===== src/rtl/ccip_mmio_requester.sv =====
// ccip_mmio_requester
// Host-side CCI-P MMIO initiator. It takes one command at a time on a
// valid/ready handshake and turns it into a single-cycle MMIO write or read
// request toward an AFU. It then matches the returning c2 read response by tid,
// enforces a response timeout, and presents a result on a valid/ready handshake.
//
// Ports:
//   clk, rst                 clock, asynchronous active-high reset
//   cmd_valid/cmd_ready      command handshake (ready only while idle)
//   cmd_write                1 = write, 0 = read
//   cmd_addr                 dword address; bit 0 set = misaligned (error, no bus op)
//   cmd_wdata                write data
//   mmio_wr_valid/rd_valid   one-cycle request pulses (rx.c0.mmioWrValid/RdValid)
//   mmio_address/length/tid  request header; length is always 2'b01 (64-bit)
//   mmio_data                write data (c0 data[63:0])
//   rsp_valid/rsp_tid/data   AFU read response (tx.c2)
//   res_valid/res_ready      result handshake
//   res_data                 read data (0 for writes and errors)
//   res_err                  timeout or misaligned address
//   stray_rsp                one-cycle pulse after a response that matched nothing
//
// Optional build macro MMIO_REQ_STATS_EN: adds saturating 32-bit counters
// stat_rd_cnt, stat_wr_cnt, stat_timeout_cnt and stat_stray_cnt.

module ccip_mmio_requester #(
    parameter int TID_W          = 9,
    parameter int TIMEOUT_CYCLES = 512
) (
    input  logic             clk,
    input  logic             rst,
    input  logic             cmd_valid,
    output logic             cmd_ready,
    input  logic             cmd_write,
    input  logic [15:0]      cmd_addr,
    input  logic [63:0]      cmd_wdata,
    output logic             mmio_wr_valid,
    output logic             mmio_rd_valid,
    output logic [15:0]      mmio_address,
    output logic [1:0]       mmio_length,
    output logic [TID_W-1:0] mmio_tid,
    output logic [63:0]      mmio_data,
    input  logic             rsp_valid,
    input  logic [TID_W-1:0] rsp_tid,
    input  logic [63:0]      rsp_data,
    output logic             res_valid,
    input  logic             res_ready,
    output logic [63:0]      res_data,
    output logic             res_err,
    output logic             stray_rsp
`ifdef MMIO_REQ_STATS_EN
    ,
    output logic [31:0]      stat_rd_cnt,
    output logic [31:0]      stat_wr_cnt,
    output logic [31:0]      stat_timeout_cnt,
    output logic [31:0]      stat_stray_cnt
`endif
);

    localparam int TO_W = $clog2(TIMEOUT_CYCLES);
    localparam logic [TO_W-1:0] TO_LAST = TO_W'(TIMEOUT_CYCLES - 1);

    typedef enum logic [1:0] {IDLE, REQ, WAIT_RSP, RESULT} state_t;

    state_t           state_reg;
    logic [TID_W-1:0] tid_cnt_reg;
    logic [TO_W-1:0]  to_cnt_reg;
    logic             req_write_reg;

    logic accept;
    logic rsp_match;
    logic to_expire;

    assign accept    = cmd_valid && cmd_ready;
    // mmio_tid holds the tid of the outstanding read while in WAIT_RSP.
    assign rsp_match = (state_reg == WAIT_RSP) && rsp_valid && (rsp_tid == mmio_tid);
    assign to_expire = (state_reg == WAIT_RSP) && (to_cnt_reg == TO_LAST);

    always_ff @(posedge clk or posedge rst) begin
        if (rst) begin
            state_reg     <= IDLE;
            tid_cnt_reg   <= '0;
            to_cnt_reg    <= '0;
            req_write_reg <= 1'b0;
            cmd_ready     <= 1'b0;
            mmio_wr_valid <= 1'b0;
            mmio_rd_valid <= 1'b0;
            mmio_address  <= '0;
            mmio_length   <= 2'b01;
            mmio_tid      <= '0;
            mmio_data     <= '0;
            res_valid     <= 1'b0;
            res_data      <= '0;
            res_err       <= 1'b0;
            stray_rsp     <= 1'b0;
        end else begin
            mmio_wr_valid <= 1'b0;
            mmio_rd_valid <= 1'b0;
            mmio_length   <= 2'b01;
            // Anything that is not the awaited response is reported, including
            // responses in other states and late ones after a timeout.
            stray_rsp     <= rsp_valid && !rsp_match;

            case (state_reg)
                IDLE: begin
                    if (accept) begin
                        cmd_ready <= 1'b0;
                        if (cmd_addr[0]) begin
                            state_reg <= RESULT;
                            res_valid <= 1'b1;
                            res_err   <= 1'b1;
                            res_data  <= '0;
                        end else begin
                            state_reg     <= REQ;
                            req_write_reg <= cmd_write;
                            mmio_address  <= cmd_addr;
                            mmio_tid      <= tid_cnt_reg;
                            mmio_data     <= cmd_wdata;
                            if (cmd_write) begin
                                mmio_wr_valid <= 1'b1;
                            end else begin
                                mmio_rd_valid <= 1'b1;
                                tid_cnt_reg   <= tid_cnt_reg + 1'b1;
                            end
                        end
                    end else begin
                        // Also raises ready on the first clock after reset release.
                        cmd_ready <= 1'b1;
                    end
                end
                REQ: begin
                    if (req_write_reg) begin
                        state_reg <= RESULT;
                        res_valid <= 1'b1;
                        res_err   <= 1'b0;
                        res_data  <= '0;
                    end else begin
                        state_reg  <= WAIT_RSP;
                        to_cnt_reg <= '0;
                    end
                end
                WAIT_RSP: begin
                    // A match takes priority over a simultaneous timeout.
                    if (rsp_match) begin
                        state_reg <= RESULT;
                        res_valid <= 1'b1;
                        res_err   <= 1'b0;
                        res_data  <= rsp_data;
                    end else if (to_expire) begin
                        state_reg <= RESULT;
                        res_valid <= 1'b1;
                        res_err   <= 1'b1;
                        res_data  <= '0;
                    end else begin
                        to_cnt_reg <= to_cnt_reg + 1'b1;
                    end
                end
                RESULT: begin
                    if (res_ready) begin
                        state_reg <= IDLE;
                        cmd_ready <= 1'b1;
                        res_valid <= 1'b0;
                        res_err   <= 1'b0;
                        res_data  <= '0;
                    end
                end
                default: state_reg <= IDLE;
            endcase
        end
    end

`ifdef MMIO_REQ_STATS_EN
    logic [3:0] stat_inc;

    assign stat_inc[0] = accept && !cmd_addr[0] && !cmd_write;
    assign stat_inc[1] = accept && !cmd_addr[0] && cmd_write;
    assign stat_inc[2] = to_expire && !rsp_match;
    assign stat_inc[3] = rsp_valid && !rsp_match;

    genvar gi;
    generate
        for (gi = 0; gi < 4; gi++) begin : g_stat
            logic [31:0] cnt_reg;
            always_ff @(posedge clk or posedge rst) begin
                if (rst) begin
                    cnt_reg <= '0;
                end else if (stat_inc[gi] && (cnt_reg != 32'hFFFF_FFFF)) begin
                    cnt_reg <= cnt_reg + 32'd1;
                end
            end
        end
    endgenerate

    assign stat_rd_cnt      = g_stat[0].cnt_reg;
    assign stat_wr_cnt      = g_stat[1].cnt_reg;
    assign stat_timeout_cnt = g_stat[2].cnt_reg;
    assign stat_stray_cnt   = g_stat[3].cnt_reg;
`endif

endmodule


===== config.mk =====
export PLATFORM = sky130hd
export DESIGN_NAME = ccip_mmio_requester
export DESIGN_NICKNAME = d
export VERILOG_FILES = /design/src/rtl/ccip_mmio_requester.sv
export SDC_FILE = /design/constraint.sdc
export NUM_CORES = 1
export LEC_CHECK = 0
export CAP_MARGIN = 0
export CORE_MARGIN = 1.5
export CORE_UTILIZATION = 45
export DETAILED_ROUTE_END_ITERATION = 8
export GPL_TIMING_DRIVEN = 0
export HOLD_SLACK_MARGIN = 0.03
export PLACE_DENSITY_LB_ADDON = 0.15
export SETUP_SLACK_MARGIN = 0.2
export SYNTH_ARGS = -nofsm -noshare
export SYNTH_HDL_FRONTEND = slang
export SYNTH_SLANG_ARGS = --single-unit

===== constraint.sdc =====
create_clock -name clk -period 19.8 [get_ports clk]
set_input_delay 5.94 -clock clk [delete_from_list [all_inputs] [get_ports clk]]
set_output_delay 5.94 -clock clk [all_outputs]
set_load 0.03 [all_outputs]

==> impl_metrics.env, run 1 <==
export IMPL_cellLeakagePower_nw=4.956
export IMPL_cp_required_ps=20100
export IMPL_grt_use_total_pct=24.84
export IMPL_outcome="completed"
export IMPL_cts_buffers=17
export IMPL_routed_wirelength_um=19930
export IMPL_synth_ff_type="dfrtp_1"
export IMPL_skew_ps=7.644
export IMPL_grt_max_degree=96
export IMPL_die_y_um=127.7
export IMPL_top_regs="mmio_data x64, res_data x64, mmio_address x15"
export IMPL_row_count=45
export IMPL_syn2layout_area_growth_pct=58.65
export IMPL_gr_total_overflow=0
export IMPL_postCtsSetupRepairBufs=0
export IMPL_hold_buffers=0
export IMPL_wl_per_cell_um=19.58
export IMPL_clk_latency_ps=430
export IMPL_post_synth_cell_area_avg_um2=14.56
export IMPL_ioPinCount=320
export IMPL_arrival_ps=8250
export IMPL_maxCapViolCount=0
export IMPL_die_area_um2=16320
export IMPL_stdcell_count=1018
export IMPL_grt_setup_unrepaired="no"
export IMPL_path_max_fanout=10
export IMPL_fin_ws_ps=11850
export IMPL_cellPowerDensity_nw_per_um2=139.1
export IMPL_synth_edff_count=0
export IMPL_grt_first_pass_wirelength_um=30680
export IMPL_ctsLongestPathBuffers=2
export IMPL_drive_gt1_share_pct=16.75
export IMPL_synth_warnings=0
export IMPL_ctsResizeCount=0
export IMPL_hp_class="reg2reg"
export IMPL_antenna_found_initial=0
export IMPL_ys_seq_elements=179
export IMPL_setup_worst_path_end_class="register"
export IMPL_final_util_pct=73.07
export IMPL_synth_area_um2=7002
export IMPL_placed_cells=987
export IMPL_place_gp_congestion=0.7626
export IMPL_place_ws_ps=11430
export IMPL_fmax_ghz=0.1258
export IMPL_drc=0
export IMPL_drt_initial_drc_count=236
export IMPL_crit_path_start_kind="primary input"
export IMPL_nets=984
export IMPL_synth_top_area_share_pct=63.97
export IMPL_timing_final_crit_share_pct=40.14
export IMPL_vias_per_cell=5.223
export IMPL_synthTopCellsByArea="dfrtp_1 64%, mux2_2 14%, a22o_1 8.1%"
export IMPL_maxSlewHeadroom_pct=59.61
export IMPL_clk_pin_slew_ps=60
export IMPL_total_power_mw=1.545
export IMPL_worstMarginPinSlew_ps=605.9
export IMPL_vias=5317
export IMPL_ant_nets=0
export IMPL_h_tree_depth=4
export IMPL_peakVddDrop_v=0.0001066
export IMPL_yosysSeqAreaShare_pct=63.97
export IMPL_io_buffers=316
export IMPL_hold_viol=0
export IMPL_die_w_um=127.7
export IMPL_grt_pass1_vias=5743
export IMPL_cts_tree="yes"
export IMPL_dp_hpwl_um=15000
export IMPL_finalSetupTns_ps=0
export IMPL_cts_root_buf="clkbuf_16"
export IMPL_synth_distinct_cells=36
export IMPL_start_util_pct=46.06
export IMPL_setup_viol_count_final=0
export IMPL_core_area_um2=15200
export IMPL_n_antenna_cell=0
export IMPL_slew_violations=0
export IMPL_fin_crit_ps=7948
export IMPL_async_flop_share_pct=100.0
export IMPL_synth_area_leader_cell="dfrtp_1"
export IMPL_clkSinkCount=179
export IMPL_drtPass1Iterations=4
export IMPL_synthCells=481
export IMPL_crit_type="in2reg"
synth_stat cells (all sizes together), types with 2 or more instances:
master,instances
xor2,4
a21oi,3
clkbuf,14
o31ai,5
a211oi,2
a22o,65
o2bb2ai,3
mux2i,4
o41ai,2
dfrtp,179
nand3,3
and3,2
o21ai,12
buf,15
nand2,12
conb,2
nor2,11
inv,9
mux2,88
a21o,3
nand4,7
or2,2
nand2b,3
xnor2,13
ha,7
and2,3
worst paths after layout:
check	from	endpoint	slack, ps	depth (start not counted)
max	rsp_tid[1]	res_data[36]$_DFFE_PP0P_	11850	8
min	tid_cnt_reg[8]$_DFFE_PP0P_	tid_cnt_reg[8]$_DFFE_PP0P_	500	1
max reg2reg	state_reg[0]$_DFFE_PP0P_	res_data[36]$_DFFE_PP0P_	17150	9
min reg2reg	tid_cnt_reg[8]$_DFFE_PP0P_	tid_cnt_reg[8]$_DFFE_PP0P_	500	1
max in group asynchronous	rst	state_reg[0]$_DFFE_PP0P_	12970	3
min in group asynchronous	rst	mmio_data[44]$_DFFE_PP0P_	5990	2
cell type report:
cell class,count,area [um2]
fillers,990,4094
plain buffers,29,172.7
well taps,188,235.2
inverters,9,41.29
multi-input cells,265,2320
clock buffers,19,442.9
flip-flops and latches,179,4479
repair buffers,317,3191
clock inverters,12,226.5
metal layers:
| layer | share of wire [%] | global-route usage [%] | wire length [um] | vias to the layer above |
|---|---|---|---|---|
| met5 | 0 | 0 | 0 | - |
| met1 | 36 | 26.69 | 7270 | 2636 |
| met4 | 3.1 | 10.77 | 621 | 0 |
| met3 | 8.8 | 9.182 | 1749 | 37 |
| met2 | 52 | 43.86 | 10290 | 234 |
| li1 | - | - | - | 2410 |
cells in the final DEF (no fill, tap or decap), types with 3 or more instances in the layout:
cell and instances:
clkbuf_1 15, buf_4 3, buf_6 6, nand4_1 7, nand3_1 3, mux2i_1 4
a22o_1 65, o2bb2ai_1 3, a21o_1 3, nor2_1 11, mux2_2 88, nand2b_1 3
and2_1 3, o21ai_0 12, clkdlybuf4s50_1 316, xnor2_1 13, ha_1 7, xor2_1 4
o31ai_1 5, bufinv_16 6, dfrtp_1 179, a21oi_1 3, nand2_1 12, clkbuf_16 17
conb_1 3, inv_1 8, buf_2 6
logic make-up after synthesis:
group	Yosys count	share of synthesized area (%)
adders and majority gates	7	1.251
muxes	92	14.72
and+or+nand+nor	49	3.735
DFF	179	63.97
buffers and inverters	38	2.948
AOI/OAI and AO/OA	97	11.13
xor gates and xnor gates	17	2.126
other	2	0.1073
report_power, final:
group / switching (mW) / internal (mW) / total (mW) / leakage, nW
clock: 0.142 / 0.240 / 0.383 / 0.320
combinational: 0.356 / 0.291 / 0.647 / 2.29
sequential: 0.0552 / 0.460 / 0.515 / 2.35
worst max-delay path, cell delays in order:
cell and delay (ps):
clkdlybuf4s50_1 420, xor2_1 150, or4_4 560, or3_4 430
a21o_1 200, buf_6 160, buf_6 140, a22o_1 250
through the flow:
| step | instance area (um2) | hold WS, ps |
|---|---|---|
| floorplan | 7005 | 441.7 |
| CTS | 11110 | 492.7 |
| global route | 11110 | 497.9 |
| finish | 11110 | 502.0 |
| detailed placement | 10440 | 468.3 |
| global placement | 10400 | 467.0 |
(Power assumes the default switching activity.)
==> inputs of run 2 (changes only) <==
Settings changed: CORE_UTILIZATION 45 to 38.
Clock period 19.8 ns to 7.2 ns, I/O delays scaled along.
==> run 2 against run 1 <==
  * Non-clock buffer count up 3
  * Via count up 0.55%
  * Sequential power rose to 2.8 times the previous value
  * Combinational power rose to 2.7 times the previous value
  * Worst hold slack worse by 17 ps
  * Clock-buffer cell count unchanged
  * Global-route usage down 3.8 points
==> impl_metrics.env, run 2 (same netlist as run 1, synthesis figures left out) <==
export IMPL_outcome="completed"
export IMPL_row_count=49
export IMPL_grt_max_degree=44
export IMPL_n_fill_cell=1381
export IMPL_ioPinCount=320
export IMPL_setup_worst_path_end_class="register"
export IMPL_total_power_mw=4.069
export IMPL_holdPathEnd="tid_cnt_reg[8]$_DFFE_PP0P_"
export IMPL_critPathTopFamily="buffers and inverters"
export IMPL_h_tree_depth=4
export IMPL_final_common_cell="clkdlybuf4s50_1"
export IMPL_hold_buffers=0
export IMPL_crit_start="rsp_tid[1]"
export IMPL_die_w_um=138.7
export IMPL_multi_input_area_um2=2320
export IMPL_min_delay_path_depth=1
export IMPL_stdcell_count=1063
export IMPL_fmax_ghz=0.2414
export IMPL_grt_setup_unrepaired="no"
export IMPL_ant_nets=0
export IMPL_cts_tree="yes"
export IMPL_crit_chain="clkdlybuf4s50_1 > xor2_1 > or4_4 > nor4_1 > buf_2 > buf_2 > a22o_1"
export IMPL_antenna_found_initial=0
export IMPL_ctsResizeCount=0
export IMPL_place_gp_congestion=0.8254
export IMPL_final_seq_area_um2=4479
export IMPL_drt_initial_drc_count=167
export IMPL_crit_path_start_kind="primary input"
export IMPL_finalSetupTns_ps=0
export IMPL_routed_wirelength_um=19820
export IMPL_cts_buffers=17
export IMPL_grt_first_pass_wirelength_um=31800
export IMPL_die_area_um2=19250
export IMPL_setup_viol_count_final=0
export IMPL_cellPowerDensity_nw_per_um2=366.7
export IMPL_max_stage_delay_ps=550
export IMPL_vias_per_cell=5.029
export IMPL_drive_gt1_share_pct=17.15
export IMPL_dp_hpwl_um=15130
export IMPL_grt_pass1_vias=5834
export IMPL_hold_viol=0
export IMPL_crit_type="in2reg"
export IMPL_vias=5346
export IMPL_top_regs="mmio_data x64, res_data x64, mmio_address x15"
export IMPL_start_util_pct=38.84
export IMPL_clk_pin_slew_ps=70
export IMPL_skew_ps=12.98
export IMPL_grt_use_total_pct=21.06
export IMPL_ctsLongestPathBuffers=2
export IMPL_timing_final_crit_share_pct=57.54
export IMPL_io_buffers=316
export IMPL_core_area_um2=18020
export IMPL_slew_violations=0
export IMPL_hp_class="reg2reg"
export IMPL_arrival_ps=4490
export IMPL_cts_root_buf="clkbuf_16"
export IMPL_r2r_slack_ps=4550
export IMPL_r2r_start="state_reg[0]$_DFFE_PP0P_"
export IMPL_worstMarginPinSlew_ps=736.8
export IMPL_worstRegToRegCells=7
export IMPL_cellLeakagePower_nw=4.922
export IMPL_hold_ws_ps=485.3
export IMPL_maxSlewHeadroom_pct=50.78
export IMPL_timing_rr_end="mmio_address[12]$_DFFE_PP0P_"
export IMPL_final_util_pct=61.56
export IMPL_fin_crit_ps=4143
export IMPL_peakVddDrop_v=0.0002840
export IMPL_n_antenna_cell=0
export IMPL_placed_cells=1031
export IMPL_clkSinkCount=179
export IMPL_cp_required_ps=7550
export IMPL_wl_per_cell_um=18.64
export IMPL_syn2layout_area_growth_pct=58.47
export IMPL_clk_latency_ps=430
export IMPL_path_max_fanout=10
export IMPL_postCtsSetupRepairBufs=0
export IMPL_crit_top_cell="buf_2"
export IMPL_hp_start="tid_cnt_reg[8]$_DFFE_PP0P_"
export IMPL_drc=0
export IMPL_nets=987
export IMPL_layout_common_cells="316 x clkdlybuf4s50_1, 179 x dfrtp_1, 88 x mux2_2, 65 x a22o_1, 17 x clkbuf_16"
export IMPL_cp_slowest_cell="or4_4"
export IMPL_path_buf_inv=3
export IMPL_maxCapViolCount=0
export IMPL_drtPass1Iterations=4
export IMPL_die_y_um=138.7
export IMPL_gr_total_overflow=0
## run 2: cell count changes in the layout (fill, tap and decap cells not counted)
cell	change
buf_12	+4
buf_16	-1
bufinv_16	-6
clkinvlp_4	+2
inv_6	+3
inv_8	+2
## run 2: how the worst max path moves through the flow
| stage | endpoint | slack [ps] | cells past startpoint |
|---|---|---|---|
| 2_1_floorplan | cmd_ready$_DFFE_PP0P_ | 2750 | 1 |
| 3_3_place_gp | mmio_data[43]$_DFFE_PP0P_ | 1370 | 2 |
| 3_5_place_dp | res_data[30]$_DFFE_PP0P_ | 2650 | 7 |
| 4_1_cts | res_data[30]$_DFFE_PP0P_ | 3090 | 7 |
| 5_1_grt | res_data[3]$_DFFE_PP0P_ | 3000 | 7 |
| 6_report | res_data[30]$_DFFE_PP0P_ | 3060 | 7 |
## run 2: report_power, final
group / switching, mW / internal [mW] / total, mW / leakage, nW
Clock: 0.413 / 0.464 / 0.877 / 0.267
Combinational: 0.972 / 0.803 / 1.77 / 2.30
Sequential: 0.153 / 1.26 / 1.42 / 2.35
Total: 1.54 / 2.53 / 4.07 / 4.92
## run 2: area by class of cell
class,count,area share [%]
plain buffers,29,1.556
clock buffers,19,3.992
clock inverters,13,1.026
inverters,9,0.3383
multi-input cells,265,20.91
flip-flops and latches,179,40.37
well taps,229,2.582
repair buffers,320,29.23
## run 2: metal layers
layer | GRT usage (%) | wire length [um]
met1 | 24.27 | 7723
met2 | 35.43 | 9612
met3 | 8.011 | 1895
met4 | 8.553 | 586
met5 | 0 | 0
## run 2: worst reg2reg max path, stage by stage (launching register included)
cell and delay [ps]:
dfrtp_1 400, inv_1 110, ha_1 210, clkbuf_1 180
nand4b_1 200, clkbuf_1 490, clkbuf_1 540, mux2_2 410
## run 2: through the flow
step | cell area (um2) | setup WS (ps)
CTS | 11100 | 3088
detailed placement | 10540 | 2654
finish | 11100 | 3057
global placement | 10460 | 1370
floorplan | 7009 | 2745
global route | 11100 | 2996
==> inputs of run 3 (changes only) <==
Settings changed: CORE_UTILIZATION 38 to 42.
Clock period 7.2 ns to 4.2 ns, I/O delays scaled along.
==> run 3 against run 2 <==
  * Critical path type unchanged
  * Sequential cell count unchanged
  * Via count down 0.49%
  * Clock-buffer cell count is 1 lower
  * Critical endpoint is now res_data[35]$_DFFE_PP0P_
  * Largest cell class unchanged
  * Clock power grew 87%
  * Total power increased by 75%
  * Highest routed layer unchanged
  * Worst hold slack got worse by 1.6 ps
==> impl_metrics.env, run 3 (same netlist as run 1, synthesis figures left out) <==
export IMPL_crit_path_start_kind="primary input"
export IMPL_final_common_cell="clkdlybuf4s50_1"
export IMPL_crit_chain="clkdlybuf4s50_1 > xor2_1 > or4_4 > or3_4 > a21o_1 > buf_6 > buf_6 > a22o_1"
export IMPL_crit_type="in2reg"
export IMPL_place_gp_congestion=0.9044
export IMPL_core_area_um2=16410
export IMPL_cts_root_buf="clkbuf_16"
export IMPL_timing_final_crit_share_pct=76.89
export IMPL_grt_max_degree=44
export IMPL_row_count=47
export IMPL_placed_area_um2=10530
export IMPL_holdPathEnd="tid_cnt_reg[8]$_DFFE_PP0P_"
export IMPL_r2r_slack_ps=1560
export IMPL_path_max_fanout=10
export IMPL_r2r_start="state_reg[0]$_DFFE_PP0P_"
export IMPL_skew_ps=17.35
export IMPL_worstRegToRegCells=7
export IMPL_grt_first_pass_wirelength_um=31910
export IMPL_drc=0
export IMPL_die_y_um=132.1
export IMPL_max_stage_delay_ps=550
export IMPL_ioPinCount=320
export IMPL_setup_viol_count_final=0
export IMPL_n_fill_cell=1154
export IMPL_maxSlewHeadroom_pct=46.89
export IMPL_wl_per_cell_um=18.80
export IMPL_maxCapViolCount=0
export IMPL_fin_crit_ps=3230
export IMPL_setup_worst_path_end_class="register"
export IMPL_drtPass1Iterations=4
export IMPL_gr_total_overflow=0
export IMPL_hold_ws_ps=483.7
export IMPL_min_delay_path_depth=1
export IMPL_cts_tree="yes"
export IMPL_hp_start="tid_cnt_reg[8]$_DFFE_PP0P_"
export IMPL_path_buf_inv=3
export IMPL_drive_gt1_share_pct=17.27
export IMPL_layout_common_cells="316 x clkdlybuf4s50_1, 179 x dfrtp_1, 88 x mux2_2, 65 x a22o_1, 17 x clkbuf_16"
export IMPL_final_util_pct=67.90
export IMPL_hold_buffers=0
export IMPL_grt_pass1_vias=5867
export IMPL_antenna_found_initial=0
export IMPL_peakVddDrop_v=0.0004825
export IMPL_critPathTopFamily="simple AND/OR/NAND/NOR gates"
export IMPL_n_antenna_cell=0
export IMPL_multi_input_area_um2=2320
export IMPL_fmax_ghz=0.3096
export IMPL_clkSinkCount=179
export IMPL_vias_per_cell=5.047
export IMPL_cellLeakagePower_nw=4.945
export IMPL_nets=987
export IMPL_postCtsSetupRepairBufs=0
export IMPL_total_power_mw=7.130
export IMPL_worstMarginPinSlew_ps=795.0
export IMPL_start_util_pct=42.68
export IMPL_io_buffers=316
export IMPL_syn2layout_area_growth_pct=59.11
export IMPL_fin_area_um2=11140
export IMPL_cts_buffers=17
export IMPL_hp_class="reg2reg"
export IMPL_grt_setup_unrepaired="no"
export IMPL_h_tree_depth=4
export IMPL_ctsLongestPathBuffers=2
export IMPL_vias=5320
export IMPL_ctsResizeCount=0
export IMPL_arrival_ps=3530
export IMPL_hold_viol=0
export IMPL_slew_violations=0
export IMPL_die_w_um=132.1
export IMPL_die_area_um2=17450
export IMPL_crit_top_cell="buf_6"
export IMPL_outcome="completed"
export IMPL_top_regs="mmio_data x64, res_data x64, mmio_address x15"
export IMPL_cp_required_ps=4500
export IMPL_dp_hpwl_um=15110
export IMPL_clk_pin_slew_ps=60
export IMPL_clk_latency_ps=430
export IMPL_timing_rr_end="mmio_address[5]$_DFFE_PP0P_"
export IMPL_finalSetupTns_ps=0
export IMPL_cellPowerDensity_nw_per_um2=640.0
export IMPL_routed_wirelength_um=19820
export IMPL_cp_slowest_cell="or4_4"
export IMPL_drt_initial_drc_count=203
export IMPL_grt_use_total_pct=23.74
export IMPL_ant_nets=0
export IMPL_final_seq_area_um2=4479
## run 3: changes by cell type in the layout (fill, tap and decap cells not counted)
cell and delta:
bufinv_16 +3, clkinvlp_4 +1, clkbuf_1 -1, clkinv_4 -1
inv_8 -3, clkinv_2 +1
## run 3: worst max path at each step
stage                     startpoint                       end  slack, ps  cells after the start
after floorplan                  rst     cmd_ready$_DFFE_PP0P_        650                      1
after global placement           rst  mmio_data[6]$_DFFE_PP0P_       -680                      2
after detailed placement  rsp_tid[1]  res_data[35]$_DFFE_PP0P_        530                      8
after CTS                 rsp_tid[1]  res_data[35]$_DFFE_PP0P_        980                      8
after global routing      rsp_tid[1]  res_data[35]$_DFFE_PP0P_        890                      7
final                     rsp_tid[1]  res_data[35]$_DFFE_PP0P_        970                      8
## run 3: area by class of cell
cell class	count	area share (%)
sequential	179	40.21
clock inverter	14	1.561
timing repair buffer	320	29.11
inverter	9	0.3369
multi-input combinational	265	20.82
buffer	29	1.550
clock buffer	18	3.942
tap	220	2.471
## run 3: layer usage
metal | vias up | global-route usage, % | share of wire (%)
met1 | 2629 | 26.86 | 37
met5 | - | 0 | 0
met2 | 241 | 41.36 | 51
li1 | 2419 | - | -
met3 | 31 | 8.189 | 8.8
met4 | 0 | 9.136 | 2.6
## run 3: power by group
group	total (mW)	internal (mW)	switching, mW
logic	3.06	1.38	1.68
clock network	1.64	0.959	0.677
registers	2.44	2.17	0.268
total	7.13	4.50	2.63
## run 3: metrics by stage
step / instances / setup WS [ps]
finish: 1054 / 970.4
floorplan: 482 / 645.4
global route: 1054 / 890.1
global placement: 1018 / -684.5
detailed placement: 1022 / 528.6
CTS: 1054 / 976.5
